==> src/rtl/pc_sequencer.sv <==
// Program-counter sequencer. Advances the fetch PC, redirects on a taken
// jump (capturing a link address and squashing FLUSH_CYCLES wrong-path
// slots), and supports stall and halt/resume. All outputs are registered.
module pc_sequencer #(
  parameter int ADDR_W       = 16,
  parameter int RESET_PC     = 0,
  parameter int INC          = 1,
  parameter int FLUSH_CYCLES = 2
) (
  input  logic              clk,
  input  logic              rst,
  input  logic              jump_taken,
  input  logic [ADDR_W-1:0] jump_target,
  input  logic              stall,
  input  logic              halt_req,
  input  logic              resume,
  output logic [ADDR_W-1:0] pc,
  output logic              pc_valid,
  output logic              flush,
  output logic [ADDR_W-1:0] link_pc,
  output logic [1:0]        state
);

  // Encoding is visible on the state port: 00 INIT, 01 RUN, 10 FLUSH, 11 HALT.
  typedef enum logic [1:0] {
    S_INIT  = 2'b00,
    S_RUN   = 2'b01,
    S_FLUSH = 2'b10,
    S_HALT  = 2'b11
  } state_t;

  localparam logic [ADDR_W-1:0] PC_RST     = ADDR_W'(RESET_PC);
  localparam logic [ADDR_W-1:0] PC_INC     = ADDR_W'(INC);
  // The counter is loaded with FLUSH_CYCLES-1 on the redirect edge and the
  // exit happens on the edge where it reads zero, so FLUSH lasts exactly
  // FLUSH_CYCLES cycles.
  localparam logic [3:0]        FLUSH_LOAD = 4'(FLUSH_CYCLES - 1);

  state_t      st;
  logic [3:0]  cnt;
  // A halt requested alongside (or during) a redirect is deferred until the
  // wrong-path slots have been squashed.
  logic        halt_pend;

  assign state = st;

  // Single sequencer FSM; every output is a register updated here.
  always_ff @(posedge clk or posedge rst) begin
    if (rst) begin
      st        <= S_INIT;
      pc        <= PC_RST;
      pc_valid  <= 1'b0;
      flush     <= 1'b0;
      link_pc   <= '0;
      cnt       <= '0;
      halt_pend <= 1'b0;
    end else begin
      case (st)
        S_INIT: begin
          st       <= S_RUN;
          pc       <= PC_RST;
          pc_valid <= 1'b1;
        end

        S_RUN: begin
          if (jump_taken) begin
            pc        <= jump_target;
            link_pc   <= pc + PC_INC;
            pc_valid  <= 1'b0;
            flush     <= 1'b1;
            cnt       <= FLUSH_LOAD;
            halt_pend <= halt_req;
            st        <= S_FLUSH;
          end else if (halt_req) begin
            pc_valid <= 1'b0;
            st       <= S_HALT;
          end else if (!stall) begin
            // Natural wrap at ADDR_W bits, no overflow indication.
            pc <= pc + PC_INC;
          end
        end

        S_FLUSH: begin
          // jump_taken and stall are deliberately ignored in this state.
          if (cnt != 4'd0) begin
            cnt <= cnt - 4'd1;
            if (halt_req) halt_pend <= 1'b1;
          end else begin
            flush     <= 1'b0;
            halt_pend <= 1'b0;
            if (halt_pend || halt_req) begin
              pc_valid <= 1'b0;
              st       <= S_HALT;
            end else begin
              pc_valid <= 1'b1;
              st       <= S_RUN;
            end
          end
        end

        S_HALT: begin
          // A concurrent halt_req keeps us halted; pc is not advanced on exit.
          if (resume && !halt_req) begin
            pc_valid <= 1'b1;
            st       <= S_RUN;
          end
        end

        default: st <= S_INIT;
      endcase
    end
  end

endmodule

==> config.mk <==
export PLATFORM = sky130hd
export DESIGN_NAME = pc_sequencer
export DESIGN_NICKNAME = d
export VERILOG_FILES = /design/src/rtl/pc_sequencer.sv
export SDC_FILE = /design/constraint.sdc
export NUM_CORES = 1
export LEC_CHECK = 0
export BUFFER_PORTS_ARGS = -buffer_cell sky130_fd_sc_hd__clkbuf_2
export CELL_PAD_IN_SITES_DETAIL_PLACEMENT = 0
export CELL_PAD_IN_SITES_GLOBAL_PLACEMENT = 1
export CORE_UTILIZATION = 41
export CTS_BUF_LIST = sky130_fd_sc_hd__clkbuf_8
export DETAILED_ROUTE_END_ITERATION = 16
export GPL_ROUTABILITY_DRIVEN = 0
export PLACE_DENSITY_LB_ADDON = 0.1
export SETUP_SLACK_MARGIN = 0.2
export SKIP_CTS_REPAIR_TIMING = 1
export SYNTH_ARGS = -nofsm -noshare
export SYNTH_HDL_FRONTEND = slang
export SYNTH_SLANG_ARGS = --single-unit
export TNS_END_PERCENT = 20
==> constraint.sdc <==
create_clock -name clk -period 1.95 [get_ports clk]
set_clock_uncertainty 0.05 [all_clocks]
set_input_delay 0.0975 -clock clk [delete_from_list [all_inputs] [get_ports clk]]
set_output_delay 0.0975 -clock clk [all_outputs]
set_load 0.01 [all_outputs]
==> flow_summary.ini <==
[run_status]
status = finished, final reports clean

[synth]
ys_ff_latch = 41
synth_edf_count = 0
synth_top_cell_area_share = 0.4284
synth.distinct_cells = 50
yosysWarningCount = 0
synthCells = 270
synth_top_cell_by_area = dfrtp_1
synth.most_common_cell = dfrtp_1
synth_area_mm2 = 0.002395
syn_nets = 299
synth_flop_cell = dfrtp_1
synth_seq_area_share = 0.4284
yosys-top-cells-area = dfrtp_1 43%, o21ai_0 7.5%, nand2_1 4.5%
synth_common_cells = 41 x dfrtp_1, 36 x o21ai_0, 29 x nand2_1, 19 x nor2_1, 15 x clkbuf_1
syn_avg_cell_area_um2 = 8.870
async_flop_share = 1.000

[worst_setup_path]
cp_max_fo = 8
rr_worst_depth = 4
critPathRequiredTime_ps = 2080
crit_slowest_cell = dfrtp_1
slowest_delay_ps = 490
arrival_ps = 1950
startpoint_type = register
cp_cell_sequence = nand4_1 > nor4_2 > o21ai_0 > a211o_1
path_class = reg -> reg
critPathCaptureType = register

[grt]
grt_pass1_wl_mm = 10.20
grt_max_degree = 42
grt_pass1_vias = 2030
grtUsageMet2 = 0.3368
grtUsageMet3 = 0.04302
grt_usage = 0.2148
busiest_layer = met2
antenna_found_initial = 0
grt_overflow = 0
use_met1 = 0.3019

[routing]
via_per_inst = 5.357
via_count = 2234
drt_pass1_iterations = 5
wl_mm = 6.379
drtIter0Drc = 120
drc = 0
wire_per_inst_um = 15.30
drtAntennaViolNets = 0

[min_path]
min_path_type = in -> reg
min_path_cells = 2

[sta]
fin_ws_ps = 134.7
whs_ps = 17.87
max_freq_mhz = 550.9
rsz0062_at_grt = yes
fin_crit_ps = 1815
slew_violations = 0
final_hold_viol_count = 0
post-route-period-util = 0.9309
tightest_slew_ps = 542.0
setup_viol = 0
slew_headroom = 0.6363
fin_tns_setup_ps = 0

[finish]
drive_gt1_frac = 0.3275
fin_nets = 374
antenna_cells = 0
nFillCells = 530
area_growth_pct = 30.56

[place]
place_ws_ps = 94.90
numPortBuffers = 57
dp_hpwl_mm = 4.465

[clocking]
cts_tree = yes
h-tree-depth = 2
clock_path_buffers = 2
cts.sinks = 41
insertion_delay_ps = 290
path_clk_slew_ps = 90
cts_buffers = 5
ctsRootBufferMaster = clkbuf_8

[floorplan]
boundaryPins = 58
dieArea_mm2 = 0.006150
start_util = 0.4296
die_w_um = 78.43
rows = 27
dieHeight_um = 78.43
core-area_mm2 = 0.005574

[power_and_ir_drop]
powerDensity_mw_per_mm2 = 1585
vdd_ir_drop_max_uv = 891.0
p_leak_nw = 1.438

[job]
maxCapViolations = 0
==> metrics by stage <==
step | util | cell area, um^2 | std cells | power (mW)
floorplan | - | 2409 | 270 | 3.086
global placement | 0.5125 | 2856 | 399 | 3.979
detailed placement | 0.5125 | 2856 | 399 | 4.019
CTS | 0.5311 | 2960 | 406 | 4.702
global route | 0.5609 | 3127 | 417 | 5.373
finish | 0.5609 | 3127 | 417 | 4.954
==> critical path, delay by kind of cell, from the launching register on <==
kind,cells,cell delay (ps)
AOI/OAI and AO/OA,2,460
DFF,1,490
and+or+nand+nor,2,710
==> report_power, final <==
group / total, mW / leakage, nW / switching, mW / internal, mW
Clock: 0.676 / 0.0540 / 0.304 / 0.373
Sequential: 1.59 / 0.525 / 0.369 / 1.22
Combinational: 2.69 / 0.860 / 1.45 / 1.24
==> cells by family (layout without fill, tap and decap cells) <==
family | after synthesis | in the layout | share of synthesized area
AOI/OAI and AO/OA | 82 | 82 | 0.2200
buffers and inverters | 33 | 108 | 0.05538
DFF | 41 | 41 | 0.4284
xor gates and xnor gates | 14 | 14 | 0.05120
adders and majority gates | 7 | 7 | 0.03657
muxes | 2 | 2 | 0.008360
and+or+nand+nor | 91 | 91 | 0.2001
==> area by class of cell <==
class / count / area, um^2 / area share
Multi-Input combinational cell: 196 / 1316 / 0.4210
Clock buffer: 5 / 68.82 / 0.02201
Tap cell: 72 / 90.09 / 0.02881
Sequential cell: 41 / 1027 / 0.3285
Inverter: 11 / 41.29 / 0.01321
Timing Repair Buffer: 90 / 548.0 / 0.1753
Clock inverter: 2 / 35.03 / 0.01120
==> final timing paths <==
check / from / to / slack [ps]
max in group asynchronous: rst / pc[1] / 1030
hold reg to reg: link_pc[0] / link_pc[0] / 430
setup / recovery: pc[2] / pc[15] / 130
hold / removal: jump_target[8] / pc[8] / 20
min in group asynchronous: rst / link_pc[0] / 420
setup reg to reg: pc[2] / pc[15] / 130
==> cells in the final DEF, fill, tap and decap left out, drive strengths merged, types with 4 or more instances in the layout <==
cell | Yosys | final
nor4 | 7 | 7
xnor2 | 10 | 10
dfrtp | 41 | 41
nand3 | 8 | 8
clkbuf | 15 | 62
buf | 7 | 29
ha | 7 | 7
nor3 | 5 | 5
inv | 11 | 11
o22ai | 4 | 4
o21ai | 36 | 36
a21oi | 12 | 12
nand2 | 29 | 29
xor2 | 4 | 4
nor2 | 19 | 19
nand4 | 6 | 6
==> state kept, by name (all words and copies together), names as in the netlist <==
register and cells:
flush 1, cnt 4, pc_valid 1, link_pc 16
halt_pend 1, state 2, pc 16
==> metal layers <==
metal  up-vias  share of wire  wire, um
li1       1118              -         -
met1      1053           0.48      3062
met2        59           0.47      2998
met3         4          0.042       267
met4         0         0.0080        51
met5         -              0         0
(Power assumes the default switching activity.)
